[config.mk]
export PLATFORM = sky130hd
export DESIGN_NAME = add_sub_arbiter
export DESIGN_NICKNAME = d
export VERILOG_FILES = /design/src/rtl/add_sub_arbiter.sv
export SDC_FILE = /design/constraint.sdc
export NUM_CORES = 1
export LEC_CHECK = 0
export CAP_MARGIN = 20
export CORE_MARGIN = 2
export CORE_UTILIZATION = 42
export CTS_CLUSTER_SIZE = 8
export DETAILED_ROUTE_END_ITERATION = 7
export PLACE_DENSITY_LB_ADDON = 0.15
export RECOVER_POWER = 50
export SLEW_MARGIN = 20
export SYNTH_ARGS = -nofsm -noshare
export SYNTH_HDL_FRONTEND = slang
export SYNTH_SLANG_ARGS = --single-unit
[constraint.sdc]
create_clock -name clk -period 3.03 [get_ports clk]
set_input_delay 0.7575 -clock clk [delete_from_list [all_inputs] [get_ports clk]]
set_output_delay 0.7575 -clock clk [all_outputs]
set_load 0.02 [all_outputs]
[src/rtl/add_sub_arbiter.sv]
// Round-robin arbiter sharing one 4-bit add_sub unit between two requesters.
// Each operation takes three cycles: grant (IDLE), issue (ISSUE), respond (RESP).
module add_sub_arbiter #(
  parameter int CNT_W = 8
) (
  input  logic             clk,
  input  logic             rst,
  input  logic             req_valid_0,
  input  logic             req_valid_1,
  output logic             req_ready_0,
  output logic             req_ready_1,
  input  logic [3:0]       a_0,
  input  logic [3:0]       a_1,
  input  logic [3:0]       b_0,
  input  logic [3:0]       b_1,
  input  logic             op_0,
  input  logic             op_1,
  output logic             rsp_valid_0,
  output logic             rsp_valid_1,
  input  logic             rsp_ready_0,
  input  logic             rsp_ready_1,
  output logic [4:0]       rsp_sum,
  output logic             rsp_cout,
  output logic [3:0]       au_a,
  output logic [3:0]       au_b,
  output logic             au_s,
  input  logic [4:0]       au_sum,
  input  logic             au_cout,
  output logic             busy,
  output logic [CNT_W-1:0] ops_done
);

  typedef enum logic [1:0] {
    ST_IDLE  = 2'd0,
    ST_ISSUE = 2'd1,
    ST_RESP  = 2'd2
  } state_t;

  state_t           r_state;
  state_t           w_state_nxt;
  logic             r_last_grant;
  logic             r_cur;
  logic [3:0]       r_a;
  logic [3:0]       r_b;
  logic             r_op;
  logic [4:0]       r_sum;
  logic             r_cout;
  logic [CNT_W-1:0] r_ops_done;

  logic             w_gnt_vld;
  logic             w_gnt;
  logic             w_req_hs;
  logic             w_rsp_hs;
  logic             w_req_ready_0;
  logic             w_req_ready_1;
  logic             w_rsp_valid_0;
  logic             w_rsp_valid_1;

  // Next-state, grant selection and handshake decode.
  always_comb begin
    w_state_nxt   = r_state;
    w_gnt_vld     = 1'b0;
    w_gnt         = 1'b0;
    w_req_hs      = 1'b0;
    w_rsp_hs      = 1'b0;
    w_req_ready_0 = 1'b0;
    w_req_ready_1 = 1'b0;
    w_rsp_valid_0 = 1'b0;
    w_rsp_valid_1 = 1'b0;
    case (r_state)
      ST_IDLE: begin
        if (req_valid_0 && req_valid_1) begin
          w_gnt_vld = 1'b1;
          w_gnt     = ~r_last_grant;
        end else if (req_valid_0) begin
          w_gnt_vld = 1'b1;
          w_gnt     = 1'b0;
        end else if (req_valid_1) begin
          w_gnt_vld = 1'b1;
          w_gnt     = 1'b1;
        end else begin
          w_gnt_vld = 1'b0;
          w_gnt     = 1'b0;
        end
        // No acceptance is signalled while reset is pending, since it would be lost.
        w_req_hs      = w_gnt_vld && !rst;
        w_req_ready_0 = w_req_hs && !w_gnt;
        w_req_ready_1 = w_req_hs && w_gnt;
        if (w_req_hs) begin
          w_state_nxt = ST_ISSUE;
        end else begin
          w_state_nxt = ST_IDLE;
        end
      end
      ST_ISSUE: begin
        w_state_nxt = ST_RESP;
      end
      ST_RESP: begin
        w_rsp_valid_0 = !r_cur;
        w_rsp_valid_1 = r_cur;
        w_rsp_hs      = r_cur ? rsp_ready_1 : rsp_ready_0;
        if (w_rsp_hs) begin
          w_state_nxt = ST_IDLE;
        end else begin
          w_state_nxt = ST_RESP;
        end
      end
      default: begin
        w_state_nxt = ST_IDLE;
      end
    endcase
  end

  // State register.
  always_ff @(posedge clk) begin
    if (rst) begin
      r_state <= ST_IDLE;
    end else begin
      r_state <= w_state_nxt;
    end
  end

  // Current owner and round-robin history; history moves only on a completed response.
  always_ff @(posedge clk) begin
    if (rst) begin
      r_cur        <= 1'b0;
      r_last_grant <= 1'b1;
    end else begin
      if (w_req_hs) begin
        r_cur <= w_gnt;
      end
      if (w_rsp_hs) begin
        r_last_grant <= r_cur;
      end
    end
  end

  // Operand registers drive the unit and hold until the next grant.
  always_ff @(posedge clk) begin
    if (rst) begin
      r_a  <= 4'd0;
      r_b  <= 4'd0;
      r_op <= 1'b0;
    end else if (w_req_hs) begin
      r_a  <= w_gnt ? a_1  : a_0;
      r_b  <= w_gnt ? b_1  : b_0;
      r_op <= w_gnt ? op_1 : op_0;
    end
  end

  // Result capture at the end of ISSUE; stable throughout RESP.
  always_ff @(posedge clk) begin
    if (rst) begin
      r_sum  <= 5'd0;
      r_cout <= 1'b0;
    end else if (r_state == ST_ISSUE) begin
      r_sum  <= au_sum;
      r_cout <= au_cout;
    end
  end

  // Completed-operation counter, wraps naturally.
  always_ff @(posedge clk) begin
    if (rst) begin
      r_ops_done <= '0;
    end else if (w_rsp_hs) begin
      r_ops_done <= r_ops_done + {{(CNT_W-1){1'b0}}, 1'b1};
    end
  end

  assign req_ready_0 = w_req_ready_0;
  assign req_ready_1 = w_req_ready_1;
  assign rsp_valid_0 = w_rsp_valid_0;
  assign rsp_valid_1 = w_rsp_valid_1;
  assign rsp_sum     = r_sum;
  assign rsp_cout    = r_cout;
  assign au_a        = r_a;
  assign au_b        = r_b;
  assign au_s        = r_op;
  assign busy        = (r_state != ST_IDLE);
  assign ops_done    = r_ops_done;

endmodule

# After elaboration in Yosys (flattened, before gate mapping)
# Index checks and enable logic that the tools add are counted.
[word_totals]
output_inout_bits = 28
in_bits = 30
ff_bits = 27
wordCells = 43
[op_classes]
n_reduce_logical = 9
n_bitwise = 1
addsub = 1
muxes = 21
n_eq_ne = 2
[op_table]
columns = ["cell", "n"]
rows = [
  ["two-way mux 1 bit", 17],
  ["adder 8 x 1 -> 8 bit, second input constant", 1],
  ["two-way mux 4 bit", 2],
  ["one-hot mux 2 bit (3 select lines)", 1],
  ["logical AND 1 bit", 4],
  ["zero test 1 bit", 3],
  ["equality test 2 x 1 -> 1 bit, second input constant", 1],
  ["equality test 2 bit, second input constant", 1],
  ["zero test 2 bit", 1],
  ["two-way mux 2 bit", 1],
  ["nonzero test 2 bit", 1],
  ["inverter 1 bit", 1],
]

# Depth between registers and ports, before layout
# Gate-level depths: netlist of run 1.
[depth]
ltp_word = 7
mapped_depth = 5
ltp_nobuf = 4

# Least setup slack after synthesis of run 1
# No wires, ideal clock.
[synth_path]
path_kind = "input port to output port"
start = "input port rst"
end = "output port req_ready_0"
arrival_time_ps = 1777
required_time_ps = 2273
setup_slack_ps = 496
cell_stages = 4
path_buffers = 2
path_cell_list = "clkbuf_1 -> or3_1 -> buf_2 -> nor2_1"
[synth_between]
elab_chain_len = 4
[synth_rtl]
columns = ["element", "line_no", "text"]
rows = [
  ["start, declared", "7", "input logic rst,"],
  ["zero test 1 bit", "86", "w_req_hs = w_gnt_vld && !rst;"],
  ["logical AND 1 bit", "86", ""],
  ["logical AND 1 bit", "87", "w_req_ready_0 = w_req_hs && !w_gnt;"],
  ["two-way mux 1 bit", "70", "case (r_state)"],
  ["end, declared", "10", "output logic req_ready_0,"],
]
# No other way between the ends.

# Worst setup path after layout of run 1
[layout_path]
start = "input port req_valid_0"
end = "output port req_ready_1"
[layout_between]
elab_chain_len = 6
word_cells_on_any_way = 10
classes_between = "7 x mux; 3 x reduce/logical"
[layout_rtl]
columns = ["element", "line_no", "text"]
rows = [
  ["start, declared", "8", "input logic req_valid_0,"],
  ["two-way mux 1 bit or logical AND 1 bit (tied branches)", "75, 72", ""],
  ["two-way mux 1 bit", "72", "if (req_valid_0 && req_valid_1) begin"],
  ["two-way mux 1 bit", "70", ""],
  ["logical AND 1 bit", "86", ""],
  ["logical AND 1 bit (*)", "88", "w_req_ready_1 = w_req_hs && w_gnt;"],
  ["two-way mux 1 bit (*)", "70", ""],
  ["end, declared", "11", "output logic req_ready_1,"],
]
# Every way passes the cells marked *; elsewhere a longest branch is shown, timed or not. The select of a mux whose other input is x is not followed.

==> results of run 1 <==
[how the worst min path moves through the flow]
stage	startpoint	end	slack [ps]	depth (start not counted)
floorplan	r_last_grant	r_last_grant	500	2
global placement	au_a[1]	au_a[1]	440	1
detailed placement	au_a[3]	au_a[3]	450	1
CTS	au_a[0]	au_a[0]	480	1
global route	au_a[0]	au_a[0]	490	1
finish	au_b[3]	au_b[3]	470	1
[layer usage]
| layer | vias up | part of all wire [%] | global-route usage, % |
|---|---|---|---|
| met2 | 32 | 50 | 29.6 |
| met3 | 4 | 7.6 | 5.30 |
| met5 | - | 0 | 0 |
| li1 | 555 | - | - |
| met1 | 500 | 41 | 18.6 |
| met4 | 0 | 1.4 | 6.12 |
[sequential cells by signal (all words and copies together) (netlist names)]
signal        cells
ops_done          8
r_state           2
rsp_sum           5
r_last_grant      1
rsp_cout          1
au_a              4
r_cur             1
au_s              1
au_b              4
[final cells by class]
cell class	instances	area, um^2	area share, %
clock buffer	3	22.5	1.24
clock inverter	1	5.00	0.276
inverter	3	11.3	0.622
multi-input combinational	81	576	31.8
sequential	27	541	29.8
tap	31	38.8	2.14
timing repair buffer	64	618	34.1
[power by group through the flow]
stage / logic, W / clock network, W / registers (W)
6_report: 0.000193 / 0.000156 / 0.000396
5_1_grt: 0.000208 / 0.000171 / 0.000399
4_1_cts: 0.000200 / 0.000159 / 0.000396
3_5_place_dp: 0.000200 / 0 / 0.000404
3_3_place_gp: 0.000198 / 0 / 0.000403
2_1_floorplan: 0.0000745 / 0 / 0.000425
[timing repair]
| action | CTS | global route |
|---|---|---|
| hold endpoints to repair | 0 | 0 |
| pin swaps | 0 | 0 |
| setup endpoints to repair | 2 | 1 |
| resized for setup | 2 | 1 |
[placed cells by master (no fill, tap or decap), drive strengths merged]
cell type,n
o2bb2ai,9
and2,2
clkbuf,4
nand3b,3
nor4b,1
or4,4
o31ai,4
clkdlybuf4s15,1
o21a,1
a21oi,10
ha,1
or3,3
mux2,1
nand4,1
clkinv,1
buf,6
a21boi,1
a22o,1
or2,1
clkdlybuf4s50,46
nand2,2
dlygate4sd2,1
dfxtp,27
nor2,10
nand4b,1
nand3,1
dlygate4sd3,9
o21ai,4
nand2b,2
inv,3
mux2i,16
nor2b,2
[logic make-up (layout without fill, tap and decap cells)]
logic type / count (synthesis) / after routing / synth area share (%)
AOI/OAI and AO/OA: 30 / 30 / 17.5
adders and majority gates: 1 / 1 / 1.08
DFF: 27 / 27 / 46.6
buffers and inverters: 10 / 71 / 3.88
and+or+nand+nor: 33 / 33 / 16.3
muxes: 17 / 17 / 14.8
[synth_stat cells (2+ instances only)]
cell type  number
clkbuf_1        3
inv_1           3
a21oi_1        10
or3_1           3
o21ai_0         4
nand2_1         2
o31ai_1         4
nor2b_1         2
nand2b_1        2
or4_1           4
and2_1          2
mux2i_1        16
buf_2           3
o2bb2ai_1       9
nand3b_1        3
nor2_1         10
dfxtp_1        27
[per-stage QoR]
stage          total power, W  utilization [%]
3_3_place_gp         0.000601             66.6
2_1_floorplan        0.000499                -
5_1_grt              0.000779             67.4
4_1_cts              0.000755             67.5
3_5_place_dp         0.000603             66.6
6_report             0.000744             67.4
==> metrics.yaml, run 1 <==
setup_slack_ps: 101
maxSlewHeadroom_pct: 32.3
cts_buffer_depth: 2
n_antenna_cell: 0
p_leak_nw: 0.716
setup_tns_ps: 0
timing.final.crit_period_ps: 2930
grt.total_usage_pct: 16.7
dp_slack_ps: -211
drt_iter0_drc: 26
outcome: "finished clean"
final_cells: 210
worstSetupPathType: "input pin to output pin"
flow.area_growth_from_synthesis_pct: 56.0
netlist_area_mm2: 0.00116
rsz0062_at_grt: "no"
ir_drop_v: 0.000298
initial_core_util_pct: 43.2
cts_hold_buf: 0
ys.flop_type: "dfxtp_1"
async_reset_ff_share_pct: 0
antenna_left: 0
path_clk_slew_ps: 150
cp_max_fo: 4
grt_max_degree: 18
drc: 0
startpoint_type: "input pin"
ff2ff_setup_slack_ps: 1170
antenna_found_initial: 0
ys_types: 28
wire_per_inst_um: 12.6
worstHoldPathType: "register to register"
viasPerCell: 5.20
port_buffers: 57
fin_crit_sh_pct: 96.7
grt-ovfl-total: 0
cp.depth: 6
synth_top_area_share_pct: 46.6
gp_congestion: 0.688
num_rows: 19
critPathSlowestCell: "clkdlybuf4s50_1"
cts-root-buf: "clkbuf_4"
p_sw_w: 0.000209
max_freq_mhz: 341
p_comb_share_pct: 25.9
die_w_um: 56.6
grt_pass1_wl_um: 4310
synth_cells: 118
crit_arrival_ps: 2170
final_nets: 211
yosys_warnings: 0
rr_startpoint: "r_cur"
drv_cap: 0
h-tree-depth: 1
yosys-top-cells-area: "dfxtp_1 47%, mux2i_1 14%, o2bb2ai_1 6.8%, a21oi_1 4.3%, nor2_1 3.2%"
critPathMaxStageDelay_ps: 470
synth-edff-count: 0
path_cells: "clkdlybuf4s50_1 > nor2_1 > or3_1 > inv_1 > and2_1 > clkdlybuf4s15_1"
p_int_w: 0.000534
cts_tree: "built"
tightest_slew_ps: 987
syn_area_per_cell_um2: 9.84
totalWireLength_um: 2650
dpl.hpwl_um: 2060
worstRegToRegCells: 3
clkPwrFrac_pct: 20.9
synth_area_leader_cell: "dfxtp_1"
fillers: 220
endpoint: "req_ready_1"
holdWs_ps: 474
cp.buffers_inverters: 3
skew_ps: 1.76
num_vias: 1091
cp.required_ps: 2270
placed_area_mm2: 0.00179
core-area_mm2: 0.00269
design_area_mm2: 0.00181
seqPwrFrac_pct: 53.2
syn-num-nets: 149
switching_share_pct: 28.1
cpLargestDelayFamily: "buffers and inverters"
cts_setup_buffers: 0
finalHoldViolCount: 0
ys_ff_latch: 27
grt_pass1_vias: 1022
cts.sinks: 27
endpoint_kind: "output pin"
ios: 58
critPathLaunch: "req_valid_0"
drive_gt1_share_pct: 6.15
report.final.slew_viol_count: 0
ys_seq_area_share_pct: 46.6
setup_violations: 0
power_density_mw_per_mm2: 411
die_y_um: 56.6
first_pass_iters: 4
r2r-end: "ops_done[7]"
placed_cells: 206
clkLatencyLatePin_ps: 320
cts_buffers: 3
dieArea_mm2: 0.00320
Power figures use the tool's default switching activity.
==> run 2, diff against run 1 <==
MAX_ROUTING_LAYER = met4   (was default)
==> run 2 against run 1 <==
  * Clock power hardly changed
  * Core utilization stayed put
  * Maximum frequency hardly changed
  * Total power hardly changed
  * Critical path depth stayed put
  * Non-clock buffer count stayed put
  * Combinational power hardly changed
  * Worst hold slack hardly changed
  * Routed wire length stayed put
  * Cell count stayed put
  * Critical endpoint unchanged
  * Largest cell class unchanged
  * Largest power group unchanged
==> metrics.yaml, run 2 (synthesis gave the netlist of run 1 again) <==
die_y_um: 56.6  # unchanged
timing.final.crit_period_ps: 2930  # -0.200 ps
finalHoldViolCount: 0  # unchanged
cts_buffer_depth: 2  # unchanged
fin_crit_sh_pct: 96.7  # about the same
cts_buffers: 3  # unchanged
wire_per_inst_um: 12.6  # unchanged
core-area_mm2: 0.00269  # unchanged
final_cells: 210  # unchanged
n_antenna_cell: 0  # unchanged
grt_pass1_wl_um: 4310  # unchanged
critPathSlowestCell: "clkdlybuf4s50_1"
layout_common_cells: "46 x clkdlybuf4s50_1, 27 x dfxtp_1, 16 x mux2i_1"
path_clk_slew_ps: 150  # about the same
power_w: 0.000744  # about the same
cp.required_ps: 2270  # about the same
tightest_slew_ps: 987  # unchanged
setup_tns_ps: 0  # unchanged
num_rows: 19  # unchanged
worstSetupPathType: "input pin to output pin"
drc: 0  # unchanged
worstHoldPathType: "register to register"
num_vias: 1091  # unchanged
cts.sinks: 27  # unchanged
grt_pass1_vias: 1022  # unchanged
dieArea_mm2: 0.00320  # unchanged
initial_core_util_pct: 43.2  # unchanged
drt_iter0_drc: 22  # -15%
h-tree-depth: 1  # unchanged
critPathMaxStageDelay_ps: 470  # about the same
antenna_found_initial: 0  # unchanged
clkLatencyLatePin_ps: 320  # about the same
cp_max_fo: 4  # unchanged
largest_reg_flops: 8  # unchanged
dpl.hpwl_um: 2060  # unchanged
fillers: 220  # unchanged
port_buffers: 57  # unchanged
gp_congestion: 0.695  # +1.0%
totalWireLength_um: 2650  # unchanged
ios: 58  # unchanged
drive_gt1_share_pct: 6.15  # unchanged
die_w_um: 56.6  # unchanged
path_cells: "clkdlybuf4s50_1 > nor2_1 > or3_1 > inv_1 > and2_1 > clkdlybuf4s15_1"
rsz0062_at_grt: "no"
cts_tree: "built"
viasPerCell: 5.20  # unchanged
crit_arrival_ps: 2170  # about the same
grt.total_usage_pct: 17.2  # +0.46 points
multiInputGateArea_um2: 576  # unchanged
final_nets: 211  # unchanged
skew_ps: 1.76  # -0.0000600 ps
startpoint_type: "input pin"
outcome: "finished clean"
cts-root-buf: "clkbuf_4"
drv_cap: 0  # unchanged
max_freq_mhz: 341  # about the same
placed_cells: 206  # unchanged
maxSlewHeadroom_pct: 32.3  # unchanged
holdWs_ps: 474  # -0.00100 ps
grt-ovfl-total: 0  # unchanged
area.sequential_um2: 541  # unchanged
setup_slack_ps: 101  # +0.200 ps
report.final.slew_viol_count: 0  # unchanged
cpLargestDelayFamily: "buffers and inverters"
mostFrequentLayoutCell: "clkdlybuf4s50_1"
cp.buffers_inverters: 3  # unchanged
flow.area_growth_from_synthesis_pct: 56.0  # unchanged
cts_setup_buffers: 0  # unchanged
power_density_mw_per_mm2: 411  # about the same
first_pass_iters: 4  # unchanged
grt_max_degree: 18  # unchanged
dp_slack_ps: -211  # unchanged
setup_violations: 0  # unchanged
ir_drop_v: 0.000298  # unchanged
antenna_left: 0  # unchanged
endpoint_kind: "output pin"
p_leak_nw: 0.716  # unchanged
cts_hold_buf: 0  # unchanged
-- run 2: cell counts in the layout (fill, tap and decap cells not counted) --
Identical to the previous run, type by type.
-- run 2: worst reg2reg max path: stages (launching register included) --
cell,delay [ps]
dfxtp_1,450
mux2i_1,850
nor4b_1,160
mux2_2,310
-- run 2: per-stage QoR --
step	utilization [%]	cell area [um^2]
finish	67.4	1810
global route	67.4	1810
CTS	67.5	1810
detailed placement	66.6	1790
global placement	66.6	1790
floorplan	-	1160
-- run 2: cell type report --
class	instances	share of cell area (%)
Clock buffer	3	1.24
Clock inverter	1	0.276
Sequential cell	27	29.8
Tap cell	31	2.14
Inverter	3	0.622
Multi-Input combinational cell	81	31.8
Timing Repair Buffer	64	34.1
-- run 2: what timing repair did --
action | 4_1_cts | 5_1_grt
endpoints found under the hold margin | 0 | 0
resized for setup | 2 | 1
setup endpoints to repair | 2 | 1
-- run 2: where the power goes --
group	total [W]	switching, W	internal (W)
clock network	0.000156	0.000106	0.0000494
registers	0.000396	0.0000159	0.000380
logic	0.000193	0.0000874	0.000105
total	0.000744	0.000209	0.000534
-- run 2: path summary, 6_finish.rpt --
path,end,slack [ps],start,cells after the start
min reg2reg,au_b[3],470,au_b[3],1
max reg2reg,ops_done[7],1170,r_cur,3
max,req_ready_1,100,req_valid_0,6
min,au_b[3],470,au_b[3],1
-- run 2: routing by layer --
| metal | vias up | part of all wire (%) | GRT usage, % |
|---|---|---|---|
| met5 | - | 0 | - |
| met1 | 500 | 42 | 19.2 |
| met3 | 4 | 6.5 | 4.38 |
| met4 | 0 | 1.4 | 6.12 |
| met2 | 32 | 50 | 29.6 |
| li1 | 555 | - | - |
==> run 3, diff against run 2 <==
--- a/config.mk
+++ b/config.mk
@@ -9,3 +9,3 @@
 export CORE_MARGIN = 2
-export CORE_UTILIZATION = 42
+export CORE_UTILIZATION = 30
 export CTS_CLUSTER_SIZE = 8
@@ -19 +19,2 @@
 export SYNTH_SLANG_ARGS = --single-unit
+export TNS_END_PERCENT = 10
--- a/constraint.sdc
+++ b/constraint.sdc
@@ -3,2 +3,2 @@
 set_output_delay 0.7575 -clock clk [all_outputs]
-set_load 0.02 [all_outputs]
+set_load 0.1 [all_outputs]
==> run 3 against run 2 <==
  * Total power up 23%
  * Design area decreased by 4.8%
  * Count of clock-buffer cells in the layout rose by 1
  * Non-clock buffer count down 3
  * First-iteration DRC count grew to 2.5 times the previous value
  * Sequential share of layout area increased by 1.5 points
  * Routed wire length increased by 7.3%
  * Combinational power is 66% higher
  * Cell count grew 6.7%
  * Die area increased by 37%
  * Critical path type unchanged
  * Largest cell class is now multi-input gates
==> metrics.yaml, run 3 (synthesis gave the netlist of run 1 again) <==
fin_crit_sh_pct: 94.9  # -1.8 points
post-route-util_pct: 46.7  # -21 points
dpl.hpwl_um: 2260  # +9.5%
tightest_slew_ps: 1180  # +193 ps
grt.total_usage_pct: 14.2  # -3.0 points
cts_hold_buf: 0  # unchanged
cp_max_fo: 10  # +6
power_density_mw_per_mm2: 533  # +30%
rr_startpoint: "r_cur"
flow.area_growth_from_synthesis_pct: 48.5
power_w: 0.000918  # +23%
worstSetupPathType: "input pin to output pin"
grt_pass1_wl_um: 4810  # +12%
cts.sinks: 27  # unchanged
antenna_found_initial: 0  # unchanged
first_pass_iters: 4  # unchanged
cts_setup_buffers: 0  # unchanged
drc: 0  # unchanged
antenna_left: 0  # unchanged
final_cells: 224  # +6.7%
crit_arrival_ps: 2120  # -50 ps
min_from: "au_b[2]"
cts_buffer_depth: 2  # unchanged
report.final.slew_viol_count: 0  # unchanged
grt-ovfl-total: 0  # unchanged
critPathLaunch: "req_valid_0"
port_buffers: 57  # unchanged
num_rows: 22  # +3
final_nets: 208  # -1.4%
fillers: 390  # +77%
met2_length_um: 1420  # +8.1%
drv_cap: 0  # unchanged
outcome: "finished clean"
path_clk_slew_ps: 80  # -70 ps
critPathMaxStageDelay_ps: 470  # about the same
rsz0062_at_grt: "no"
critPathSlowestCell: "clkdlybuf4s50_1"
ios: 58  # unchanged
cp.buffers_inverters: 3  # unchanged
cts_buffers: 3  # unchanged
core-area_mm2: 0.00369  # +37%
grt_pass1_vias: 1035  # +1.3%
num_vias: 1098  # +0.64%
grt_max_degree: 18  # unchanged
initial_core_util_pct: 31.5  # -12 points
top_layer: "met4"
placed_cells: 220  # +6.8%
setup_violations: 0  # unchanged
worstHoldPathType: "register to register"
cpLargestDelayFamily: "buffers and inverters"
drt-met1-wl_um: 1220  # +8.6%
cts_tree: "built"
cp.required_ps: 2270  # about the same
cts-root-buf: "clkbuf_8"
wire_per_inst_um: 12.7  # +0.59%
die_y_um: 66.2  # +17%
drt_iter0_drc: 55  # +150%
startpoint_type: "input pin"
p_leak_nw: 0.661  # -7.7%
die_w_um: 66.2  # +17%
wl_met3_um: 166  # -4.0%
drive_gt1_share_pct: 10.2  # +4.1 points
n_antenna_cell: 0  # unchanged
endpoint_kind: "output pin"
viasPerCell: 4.90  # -5.6%
skew_ps: 3.62  # +1.86 ps
finalHoldViolCount: 0  # unchanged
mostFrequentLayoutCell: "clkdlybuf4s50_1"
ir_drop_v: 0.000226  # -24%
dieArea_mm2: 0.00438  # +37%
layout_common_cells: "29 x clkdlybuf4s50_1, 27 x dfxtp_1, 20 x clkbuf_1"
largest_reg_flops: 8  # unchanged
h-tree-depth: 1  # unchanged
path_cells: "clkdlybuf4s50_1 > nor2_1 > or3_1 > buf_4 > nor2_4 > buf_12"
gp_congestion: 0.731  # +5.1%
timing.final.crit_period_ps: 2880  # -53.1 ps
totalWireLength_um: 2840  # +7.3%
holdWs_ps: 467  # -7.11 ps
cts_resized: 0  # -2
setup_tns_ps: 0  # unchanged
clkLatencyLatePin_ps: 270  # -50 ps
max_freq_mhz: 348  # +1.8%
maxSlewHeadroom_pct: 21.7  # -11 points
-- run 3: final cells by class --
| type | instances | area [um^2] | share of cell area, % |
|---|---|---|---|
| multi-input cells | 81 | 583 | 33.8 |
| flip-flops and latches | 27 | 541 | 31.3 |
| inverters | 3 | 11.3 | 0.653 |
| well taps | 48 | 60.1 | 3.48 |
| repair buffers | 61 | 484 | 28.1 |
| clock buffers | 4 | 45.0 | 2.61 |
-- run 3: per-layer routing --
metal / GRT usage [%] / vias up
met5: - / -
met4: 3.83 / 0
li1: - / 549
met2: 22.6 / 34
met3: 2.21 / 4
met1: 18.7 / 511
-- run 3: power by group --
group | leakage [nW] | internal [W] | switching (W) | total (W)
Combinational | 0.418 | 0.0000876 | 0.000234 | 0.000321
Sequential | 0.221 | 0.000379 | 0.0000170 | 0.000396
Clock | 0.0228 | 0.0000941 | 0.000107 | 0.000201
-- run 3: final timing paths --
kind	end	slack [ps]	depth (start not counted)
max	req_ready_0	150	6
min reg2reg	au_b[2]	470	1
min	au_b[2]	470	1
max reg2reg	ops_done[5]	1430	4
-- run 3: stage by stage --
| stage | instance area [um^2] | setup slack (ps) |
|---|---|---|
| 2_1_floorplan | 1170 | 13.4 |
| 3_3_place_gp | 1750 | 158 |
| 3_5_place_dp | 1750 | 151 |
| 4_1_cts | 1800 | 146 |
| 5_1_grt | 1720 | 103 |
| 6_report | 1720 | 154 |
